File: config.mk
export PLATFORM = sky130hd
export DESIGN_NAME = tophat_uart_tx
export DESIGN_NICKNAME = d
export VERILOG_FILES = /design/src/rtl/tophat_pkg.sv /design/src/rtl/tophat_sync_fifo.sv /design/src/rtl/tophat_uart_tx.sv
export SDC_FILE = /design/constraint.sdc
export NUM_CORES = 1
export LEC_CHECK = 0
export BUFFER_PORTS_ARGS = -buffer_cell sky130_fd_sc_hd__buf_2
export CAP_MARGIN = 20
export CORE_MARGIN = 4
export CORE_UTILIZATION = 48
export DETAILED_ROUTE_END_ITERATION = 7
export PLACE_DENSITY = 0.77
export SLEW_MARGIN = 5
export SYNTH_ARGS = -nofsm -noshare
export SYNTH_HDL_FRONTEND = slang
export SYNTH_HIERARCHICAL = 1
export SYNTH_SLANG_ARGS = --single-unit
export TNS_END_PERCENT = 100
File: constraint.sdc
create_clock -name clk -period 3.74 [get_ports clk]
set_input_delay 0.748 -clock clk [delete_from_list [all_inputs] [get_ports clk]]
set_output_delay 0.748 -clock clk [all_outputs]
set_load 0.02 [all_outputs]
File: src/rtl/tophat_pkg.sv
// Shared types and constants for the tophat host-link UART blocks.
package tophat_pkg;

  localparam int unsigned UART_DATA_BITS  = 8;
  localparam int unsigned UART_FRAME_BITS = 10;

  typedef enum logic [1:0] {
    IDLE,
    START,
    DATA,
    STOP
  } tx_state_e;

endpackage

File: src/rtl/tophat_sync_fifo.sv
// Single-clock FIFO with registered full/empty/level; shared by the UART tx and rx paths.
module tophat_sync_fifo #(
  parameter int unsigned WIDTH = 8,
  parameter int unsigned DEPTH = 4
) (
  input  logic                     clk,
  input  logic                     rst_n,
  input  logic                     push,
  input  logic [WIDTH-1:0]         wdata,
  input  logic                     pop,
  output logic [WIDTH-1:0]         rdata,
  output logic                     full,
  output logic                     empty,
  output logic [$clog2(DEPTH):0]   level
);

  localparam int unsigned AW = $clog2(DEPTH);
  localparam logic [AW:0] FULL_LEVEL = (AW+1)'(DEPTH);

  logic [AW-1:0]    wr_ptr_q, rd_ptr_q;
  logic [AW:0]      level_q;
  logic [WIDTH-1:0] mem_q [DEPTH];
  logic             do_push, do_pop;

  // Push is refused when full even if a pop happens in the same cycle (no bypass).
  assign do_push = push & ~full;
  assign do_pop  = pop & ~empty;

  always_ff @(posedge clk or negedge rst_n) begin
    if (!rst_n) begin
      wr_ptr_q <= '0;
      rd_ptr_q <= '0;
      level_q  <= '0;
    end else begin
      if (do_push) wr_ptr_q <= wr_ptr_q + 1'b1;
      if (do_pop)  rd_ptr_q <= rd_ptr_q + 1'b1;
      if (do_push && !do_pop)      level_q <= level_q + 1'b1;
      else if (!do_push && do_pop) level_q <= level_q - 1'b1;
    end
  end

  always_ff @(posedge clk) begin
    if (do_push) mem_q[wr_ptr_q] <= wdata;
  end

  assign rdata = mem_q[rd_ptr_q];
  assign full  = (level_q == FULL_LEVEL);
  assign empty = (level_q == '0);
  assign level = level_q;

endmodule

File: src/rtl/tophat_uart_tx.sv
// UART 8N1 transmitter: valid/ready byte port into a small FIFO feeding a serializer.
module tophat_uart_tx
  import tophat_pkg::*;
#(
  parameter int unsigned CLKS_PER_BIT = 434,
  parameter int unsigned FIFO_DEPTH   = 4
) (
  input  logic                          clk,
  input  logic                          rst_n,
  input  logic                          ena,
  input  logic [7:0]                    in_data,
  input  logic                          in_valid,
  output logic                          in_ready,
  output logic                          tx,
  output logic                          busy,
  output logic [$clog2(FIFO_DEPTH):0]   fifo_level
);

  localparam int unsigned BW = $clog2(CLKS_PER_BIT);
  localparam logic [BW-1:0] BAUD_LAST = BW'(CLKS_PER_BIT - 1);
  localparam logic [2:0]    BIT_LAST  = 3'(UART_DATA_BITS - 1);

  tx_state_e  state_q;
  logic [BW-1:0] baud_q;
  logic [2:0] bit_q;
  logic [7:0] shift_q;
  logic       tx_q;

  logic       full, empty, push, pop, baud_last;
  logic [7:0] head;

  assign in_ready  = ~full;
  assign push      = in_valid & ~full;
  assign baud_last = (baud_q == BAUD_LAST);
  // ena is only consulted where a new frame could begin: idle, or the last stop-bit cycle.
  assign pop = ena & ~empty & ((state_q == IDLE) | ((state_q == STOP) & baud_last));

  tophat_sync_fifo #(
    .WIDTH (8),
    .DEPTH (FIFO_DEPTH)
  ) u_fifo (
    .clk   (clk),
    .rst_n (rst_n),
    .push  (push),
    .wdata (in_data),
    .pop   (pop),
    .rdata (head),
    .full  (full),
    .empty (empty),
    .level (fifo_level)
  );

  always_ff @(posedge clk or negedge rst_n) begin
    if (!rst_n) begin
      state_q <= IDLE;
      baud_q  <= '0;
      bit_q   <= '0;
      shift_q <= '0;
      tx_q    <= 1'b1;
    end else begin
      unique case (state_q)
        IDLE: begin
          if (pop) begin
            state_q <= START;
            shift_q <= head;
            baud_q  <= '0;
            tx_q    <= 1'b0;
          end
        end
        START: begin
          if (baud_last) begin
            baud_q  <= '0;
            bit_q   <= '0;
            state_q <= DATA;
            tx_q    <= shift_q[0];
          end else begin
            baud_q <= baud_q + 1'b1;
          end
        end
        DATA: begin
          if (baud_last) begin
            baud_q <= '0;
            if (bit_q == BIT_LAST) begin
              state_q <= STOP;
              tx_q    <= 1'b1;
            end else begin
              bit_q   <= bit_q + 1'b1;
              shift_q <= shift_q >> 1;
              tx_q    <= shift_q[1];
            end
          end else begin
            baud_q <= baud_q + 1'b1;
          end
        end
        STOP: begin
          if (baud_last) begin
            baud_q <= '0;
            if (pop) begin
              state_q <= START;
              shift_q <= head;
              tx_q    <= 1'b0;
            end else begin
              state_q <= IDLE;
            end
          end else begin
            baud_q <= baud_q + 1'b1;
          end
        end
        default: state_q <= IDLE;
      endcase
    end
  end

  assign tx   = tx_q;
  assign busy = (state_q != IDLE) | (fifo_level != '0);

endmodule

==> metrics.txt, run 1 <==
met2 Resource Use GR=24.2%; worst-path maximum fanout=15; CTS sink count=62; Die ar.=0.00773 mm2; # diodes=0; hold_buf cts=0; Synth Instances=235; Resize count post-CTS=0; DIE WIDTH=87.9 um; Netlist cell types=61; FMAX=344 MHz; Slew Limit Fails=0; Starting Density=50.6%; worst setup margin=830 ps; Fin Clk Skew=9.57 ps; met3 usage in global routing=4.52%; Longest Clk Path Bufs=2; Placed Instances=321; max-cap check violation count=0; HPWL after DPL=3830 um; Post-synth ARST share=48.4%; most common cell after layout, fill and taps aside=edfxtp_1; CTS clock-pin slew for the worst setup and hold paths=70 ps; Final Util=56.5%; WL/cell=15.9 um; Vert. Die Dim=87.9 um; clock latency on the worst-skew pair=350 ps; Critical Path Sink Type=output port; crit start category=flip-flop; Net Count, Synth=261; ys flop type=edfxtp_1; Netlist Area Pre-Place=0.00307 mm2; RSZ-0062 raised after global routing=no; Syn-to-layout area delta=11.8%; Area after DPL=0.00320 mm2; status=finished clean; post-synthesis register bit count=62; Register Area=0.00171 mm2; Total Routed Length=5350 um; Detailed Routing Iterations Pass 1=4; Post-Place Worst Slack=1190 ps; FILL cells=476; GRT overflow=0; crit path DAT=2160 ps; Hold Crit Class=in2async; Final ANT Viol Nets=0; endpoints failing setup=0; post-route cell area=0.00343 mm2; Rows=28; total CTS buffers=9; worst path required time=2990 ps; PD cells=543 mW/mm2; Power Total=1.86 mW; fin nets=283; Setup Total Neg Slack=0 ps; Ports=18; worst slew pin tran=672 ps; Port Buffers=17; DR iter-0 viols=153; Placeable Area=0.00606 mm2; syn_area_per_cell=13.0 um2; Most Crowded Layer GR=met2; VDD IR max=514 uV; Leakage=1.33 nW; Seq/Total Area, Yosys=55.9%; Crit Path Category=reg2out; root buffer cell=clkbuf_8; largest net degree at the start of global routing=31; most frequent cells in the layout=32 x edfxtp_1, 29 x dfrtp_1, 18 x inv_1; CTS tree=yes; routability cong.=0.808; grt met1 use=21.6%; vias in the first global route=1921; vias per cell=5.74; yosys warns=6; post-CTS setup buffer count=0; final non-filler cell total=337; Final Hold Fails=0; Final period util=77.8%; multi-input logic area=0.00124 mm2; Tmin final=2910 ps; Vias=1935; first-pass GRT wire length=9360 um; drt drc=0; share of layout cells above drive strength 1=23.7%; hold_ws=434 ps; H-tree levels=3; initial antenna violation count=0; Max-slew headroom=55.2%; gr usage total=16.2%; number of enable flip-flop cells after synthesis=32
-- sequential cells by signal (all words and copies together) (netlist names) --
signal and cells:
baud_q 9, bit_q 3, shift_q 8, state_q 2
tx 1, u_fifo/level 3, u_fifo/mem_q 32, u_fifo/rd_ptr_q 2
u_fifo/wr_ptr_q 2
-- synthesized netlist by cell type (2+ instances only) --
library cell  count  area share (%)
a21oi_1           5            0.82
dfrtp_1          29              24
nand4_1           2            0.41
mux2_2            2            0.73
mux4_2            8             5.9
nand3_1           5            0.82
ha_1             13             5.3
nand2b_1          3            0.61
a21o_1            4            0.98
inv_1            18             2.2
buf_2             2            0.33
edfxtp_1         32              31
and2b_2           2            0.57
nor3_1            5            0.82
a22o_1            7             2.0
and2_2            4            0.98
buf_4             2            0.49
nand3b_1          2            0.49
nor2_1           14             1.7
and2_1            2            0.41
nand2_1          10             1.2
a211oi_1         12             2.9
xor2_1            2            0.57
xnor2_1           4             1.1
o21ai_0          10             1.6
-- path summary, 6_finish.rpt --
kind / to / cells after the start / slack (ps) / from
worst min register to register: bit_q[2] / 1 / 520 / bit_q[2]
worst max-delay path: busy / 4 / 830 / state_q[0]
worst max register to register: u_fifo/level[2] / 11 / 1180 / baud_q[0]
max in group asynchronous: u_fifo/rd_ptr_q[0] / 1 / 2870 / rst_n
min in group clk: bit_q[2] / 1 / 520 / bit_q[2]
worst min-delay path: u_fifo/level[1] / 1 / 430 / rst_n
-- logic make-up (layout without fill, tap and decap cells) --
| family | after synthesis | in the layout | synth area share, % |
|---|---|---|---|
| flip-flops | 62 | 62 | 55.9 |
| XOR/XNOR | 6 | 6 | 1.71 |
| AND/OR/NAND/NOR | 63 | 63 | 12.4 |
| adder cells (fa/ha/maj) | 14 | 14 | 5.96 |
| buffers and inverters | 24 | 51 | 3.51 |
| multiplexers | 12 | 12 | 7.43 |
| AO/OA/AOI/OAI | 54 | 54 | 13.1 |
-- per-layer routing --
| layer | routed length [um] | part of all wire, % |
|---|---|---|
| met5 | 0 | 0 |
| met2 | 2570 | 48 |
| met1 | 2490 | 47 |
| met4 | 108 | 2.0 |
| met3 | 178 | 3.3 |
-- layout make-up --
class | count | share of cell area (%)
multi-input combinational | 149 | 36.3
sequential | 62 | 50.0
tap | 75 | 2.74
clock inverter | 7 | 2.85
inverter | 18 | 1.97
timing repair buffer | 17 | 2.48
clock buffer | 9 | 3.62
-- critical path, stage by stage (launching register included) --
cell	delay [ps]
dfrtp_1	400
inv_1	120
ha_1	490
or4b_2	620
buf_2	180
-- report_power, final --
part / internal (mW) / total [mW] / switching (mW) / leakage (nW)
logic: 0.144 / 0.321 / 0.177 / 0.594
clock network: 0.377 / 0.651 / 0.274 / 0.106
registers: 0.828 / 0.888 / 0.0600 / 0.632
(Power assumes the default switching activity.)
==> run 2, diff against run 1 <==
- ABC_AREA: not set -> 1
- clock period: 3.74 -> 2.7 ns (I/O delays scaled with it)
==> run 2 against run 1 <==
  * Core utilization decreased by 1.0 points
  * Area after synthesis is 2.8% higher
  * Cell area grew 2.9%
  * Cell count rose by 26%
  * Global-route usage shrank 0.44 points
  * Synthesized cell count is 35% higher
  * Clock skew rose by 2.0 ps
  * Wire length up 5.5%
  * Critical path type is now reg2reg
  * Largest cell class unchanged
==> metrics.txt, run 2 <==
PD cells=741 mW/mm2 (+37%); Final period util=89.4%; number of enable flip-flop cells after synthesis=32 (unchanged); drt drc=0 (unchanged); Post-Place Worst Slack=308 ps (-881 ps); initial antenna violation count=0 (unchanged); Netlist cell types=37 (-39%); R2R cell count=12 (+1); Starting Density=49.6% (-0.94 points); Netlist Area Pre-Place=0.00315 mm2 (+2.8%); Leakage=1.66 nW (+25%); Final Util=55.5% (-1.0 points); Syn-to-layout area delta=11.8% (about the same); Total Routed Length=5640 um (+5.5%); Top Metal Used=met4; WL/cell=13.2 um (-17%); most common cell after layout, fill and taps aside=nand2_1; FMAX=414 MHz; ys flop type=edfxtp_1; most common cell in the netlist=nand2_1; Final ANT Viol Nets=0 (unchanged); max-cap check violation count=0 (unchanged); vias per cell=5.07 (-12%); first-pass GRT wire length=9450 um (+1.0%); RSZ-0062 raised after global routing=no; CTS tree=yes; Vert. Die Dim=89.0 um (+1.3%); Slew Limit Fails=0 (unchanged); H-tree levels=3 (unchanged); Die ar.=0.00793 mm2 (+2.6%); met3 WL=181 um (+1.7%); Net Count, Synth=344 (+32%); GRT overflow=0 (unchanged); Critical Path Sink Type=flip-flop; crit start category=flip-flop; Placeable Area=0.00635 mm2 (+4.8%); DR iter-0 viols=91 (-41%); Final Hold Fails=0 (unchanged); post-synthesis register bit count=62 (unchanged); share of the synthesized area in the top cell type=30.5% (-0.86 points); hold_buf cts=0 (unchanged); Port Buffers=17 (unchanged); CP max stage cell=dfrtp_1; Power Total=2.61 mW (+40%); yosys warns=6 (unchanged); routability cong.=0.833 (+3.2%); Regs by FF count=u_fifo/mem_q x32, baud_q x9, shift_q x8; most frequent cells in the layout=76 x nand2_1, 47 x inv_1, 32 x edfxtp_1; largest net degree at the start of global routing=35 (+13%); Setup Total Neg Slack=0 ps (unchanged); Post-synth top cells=76 x nand2_1, 47 x inv_1, 32 x edfxtp_1; syn_area_per_cell=9.91 um2 (-24%); status=finished clean; Vias=2161 (+12%); final non-filler cell total=426 (+26%); Fin Clk Skew=11.6 ps (+2.01 ps); met1 wire length=2540 um (+1.9%); worst path required time=2930 ps (-60 ps); Biggest register=u_fifo/mem_q; Ports=18 (unchanged); worst stage delay on the critical path=410 ps (-210 ps); Area after DPL=0.00330 mm2 (+3.1%); clock latency on the worst-skew pair=340 ps (about the same); worst setup margin=285 ps (-545 ps); critical-path cell list=inv_1, ha_1, bufinv_8, a21oi_1, nand2_4, inv_1, nand2_1, ha_1, inv_1, fa_1, nand2_1, o21ai_0; Detailed Routing Iterations Pass 1=4 (unchanged); Max-slew headroom=54.6% (-0.60 points); Longest Clk Path Bufs=2 (unchanged); hold_ws=232 ps (-201 ps); crit path DAT=2640 ps (+480 ps); gr usage total=15.8% (-0.44 points); total CTS buffers=9 (unchanged); Tmin final=2410 ps; # diodes=0 (unchanged); met2 WL=2830 um (+10%); Synth Instances=318 (+35%); fin nets=370 (+31%); worst slew pin tran=681 ps (+8.97 ps); Resize count post-CTS=0 (unchanged); Placed Instances=410 (+28%); Area contributors post-synth=edfxtp_1 30%, dfrtp_1 23%, nand2_1 9.1%, inv_1 5.6%, ha_1 5.2%; HPWL after DPL=3790 um (-0.84%); Rows=29 (+3.6%); share of layout cells above drive strength 1=18.9% (-4.8 points); dominant cell type by area after synthesis=edfxtp_1; root buffer cell=clkbuf_8; Post-synth ARST share=48.4% (unchanged); VDD IR max=618 uV (+20%); max reg flops=32 (unchanged); vias in the first global route=2087 (+8.6%); Hold Crit Class=in2async; post-CTS setup buffer count=0 (unchanged); DIE WIDTH=89.0 um (+1.3%); worst-path maximum fanout=6 (-9); post-route cell area=0.00352 mm2 (+2.9%); CTS sink count=62 (unchanged); CTS clock-pin slew for the worst setup and hold paths=80 ps (about the same); cell repeated most along the worst path=inv_1; Seq/Total Area, Yosys=54.3% (-1.5 points); Crit Path Category=reg2reg; endpoints failing setup=0 (unchanged)
==> run 2: final timing paths <==
check	end	slack, ps	start
worst min-delay path	u_fifo/level[0]	230	rst_n
min in group clk	u_fifo/mem_q[1][7]	410	in_data[7]
max in group asynchronous	shift_q[7]	2020	rst_n
worst max-delay path	u_fifo/level[1]	290	state_q[0]
worst min register to register	tx	460	tx
worst max register to register	u_fifo/level[1]	290	state_q[0]
==> run 2: cells by family after synthesis <==
family,count (synthesis),share of synthesized area [%]
AND/OR/NAND/NOR,124,17.9
multiplexers,6,1.91
AO/OA/AOI/OAI,49,10.5
XOR/XNOR,3,0.834
adder cells (fa/ha/maj),14,5.80
buffers and inverters,60,8.77
flip-flops,62,54.3
==> run 2: worst max-delay path, delay by kind of cell (launching register included) <==
kind	cells	cell delay, ps
AO/OA/AOI/OAI	2	300
buffers and inverters	4	500
adder cells (fa/ha/maj)	3	810
flip-flops	1	410
AND/OR/NAND/NOR	3	270
==> run 2: cell type report <==
| cell class | count | area (um2) |
|---|---|---|
| clock buffer | 9 | 124 |
| tap | 77 | 96.3 |
| inverter | 54 | 216 |
| fill | 536 | 2830 |
| clock inverter | 7 | 97.6 |
| multi-input combinational | 196 | 1160 |
| sequential | 62 | 1710 |
| timing repair buffer | 21 | 115 |
==> run 2: power breakdown <==
group / switching [mW] / internal, mW
clock network: 0.385 / 0.522
logic: 0.321 / 0.174
registers: 0.0708 / 1.14
total: 0.777 / 1.84
==> run 2: per-layer routing <==
metal,up-vias,GRT usage [%]
met4,0,7.31
met3,8,3.59
met2,35,27.6
met5,-,0
li1,1102,-
met1,1016,18.5
==> run 3, diff against run 2 <==
- CELL_PAD_IN_SITES_DETAIL_PLACEMENT: not set -> 1
- CELL_PAD_IN_SITES_GLOBAL_PLACEMENT: not set -> 2
- CORE_UTILIZATION: 48 -> 39
- PLACE_DENSITY: 0.77 -> 0.9
==> run 3 against run 2 <==
  * Die area up 21%
  * Wire length grew 11%
  * Clock power is 6.5% lower
  * Non-clock buffer count increased by 2
  * Sequential share of layout area shrank 0.41 points
  * Power decreased by 2.0%
  * Hold slack better by 3.3 ps
  * Global-route usage shrank 1.4 points
  * Critical endpoint unchanged
==> metrics.txt, run 3 (synthesis results as in run 2) <==
root buffer cell=clkbuf_8; drt drc=0 (unchanged); crit start category=flip-flop; RSZ-0062 raised after global routing=no; hold_ws=236 ps (+3.35 ps); vias per cell=4.82 (-5.0%); Final period util=88.7% (-0.73 points); Register Area=0.00171 mm2 (unchanged); Placeable Area=0.00781 mm2 (+23%); Post-Place Worst Slack=299 ps (-8.29 ps); # diodes=0 (unchanged); Final ANT Viol Nets=0 (unchanged); worst slew pin tran=675 ps (-6.57 ps); FMAX=418 MHz (+0.82%); Tmin final=2400 ps (-19.6 ps); DIE WIDTH=97.9 um (+10%); GRT overflow=0 (unchanged); fin nets=372 (+0.54%); clock latency on the worst-skew pair=340 ps (about the same); max-cap check violation count=0 (unchanged); Total Routed Length=6240 um (+11%); Power Total=2.56 mW (-2.0%); CTS tree=yes; Detailed Routing Iterations Pass 1=4 (unchanged); total CTS buffers=9 (unchanged); PD cells=721 mW/mm2 (-2.8%); status=finished clean; Syn-to-layout area delta=12.8%; Area after DPL=0.00335 mm2 (+1.4%); Max-slew headroom=55.0% (+0.44 points); Rows=32 (+10%); crit path DAT=2610 ps (-30 ps); Resize count post-CTS=0 (unchanged); Ports=18 (unchanged); initial antenna violation count=0 (unchanged); Vias=2182 (+0.97%); Die ar.=0.00958 mm2 (+21%); Slew Limit Fails=0 (unchanged); most frequent cells in the layout=76 x nand2_1, 47 x inv_1, 32 x edfxtp_1; routability cong.=0.770 (-7.5%); post-route cell area=0.00355 mm2 (+0.85%); Port Buffers=17 (unchanged); most common cell after layout, fill and taps aside=nand2_1; worst-path maximum fanout=6 (unchanged); post-CTS setup buffer count=0 (unchanged); gr usage total=14.5% (-1.4 points); Hold Crit Class=in2async; WL/cell=13.8 um (+4.0%); CTS sink count=62 (unchanged); multi-input logic area=0.00116 mm2 (unchanged); largest net degree at the start of global routing=35 (unchanged); worst setup margin=305 ps (+19.6 ps); H-tree levels=3 (unchanged); Leakage=1.67 nW (+0.35%); Critical Path Sink Type=flip-flop; vias in the first global route=2305 (+10%); Starting Density=40.4% (-9.3 points); max reg flops=32 (unchanged); Biggest register=u_fifo/mem_q; Crit Path Category=reg2reg; VDD IR max=431 uV (-30%); CTS clock-pin slew for the worst setup and hold paths=80 ps (about the same); Longest Clk Path Bufs=2 (unchanged); Fin Clk Skew=10.4 ps (-1.18 ps); hold_buf cts=0 (unchanged); Setup Total Neg Slack=0 ps (unchanged); first-pass GRT wire length=11000 um (+17%); Final Hold Fails=0 (unchanged); share of layout cells above drive strength 1=19.4% (+0.46 points); FILL cells=884 (+65%); Regs by FF count=u_fifo/mem_q x32, baud_q x9, shift_q x8; worst path required time=2920 ps (about the same); endpoints failing setup=0 (unchanged); Vert. Die Dim=97.9 um (+10%); DR iter-0 viols=72 (-21%); HPWL after DPL=4500 um (+19%)
==> run 3: layout make-up <==
type	count	share of cell area (%)
Clock buffer	9	3.48
Clock inverter	7	2.29
Inverter	54	6.09
Multi-Input combinational cell	196	32.7
Sequential cell	62	48.2
Tap cell	102	3.59
Timing Repair Buffer	23	3.66
==> run 3: path summary, 6_finish.rpt <==
| check | slack, ps | depth (start not counted) | end | startpoint |
|---|---|---|---|---|
| setup / recovery | 300 | 12 | u_fifo/level[1] | state_q[0] |
| setup reg to reg | 300 | 12 | u_fifo/level[1] | state_q[0] |
| hold reg to reg | 470 | 2 | tx | tx |
| max in group asynchronous | 2030 | 1 | shift_q[0] | rst_n |
| hold / removal | 240 | 1 | state_q[0] | rst_n |
| min in group clk | 410 | 1 | u_fifo/mem_q[2][7] | in_data[7] |
==> run 3: where the power goes <==
| part | switching [mW] | internal, mW |
|---|---|---|
| sequential | 0.0700 | 1.14 |
| combinational | 0.329 | 0.174 |
| clock | 0.409 | 0.439 |
| total | 0.808 | 1.75 |
==> run 3: critical path, cell delays in order (launching register included) <==
cell and delay [ps]:
dfrtp_1 420, inv_1 110, ha_1 170, bufinv_8 190
a21oi_1 240, nand2_4 100, inv_1 90, nand2_1 100
ha_1 210, inv_1 90, fa_1 410, nand2_1 70
o21ai_0 70
==> run 3: per-layer routing <==
layer  vias up  global-route usage (%)  share of wire (%)
met5         -                       0                  0
met4         0                    5.75                2.2
met3        12                    3.07                2.8
met2        22                    25.3                 52
met1      1045                    17.3                 43
li1       1103                       -                  -
==> run 3: through the flow <==
stage / cells / util, %
2_1_floorplan: 318 / -
3_3_place_gp: 437 / 42.9
3_5_place_dp: 437 / 42.9
4_1_cts: 453 / 45.5
5_1_grt: 453 / 45.5
6_report: 453 / 45.5
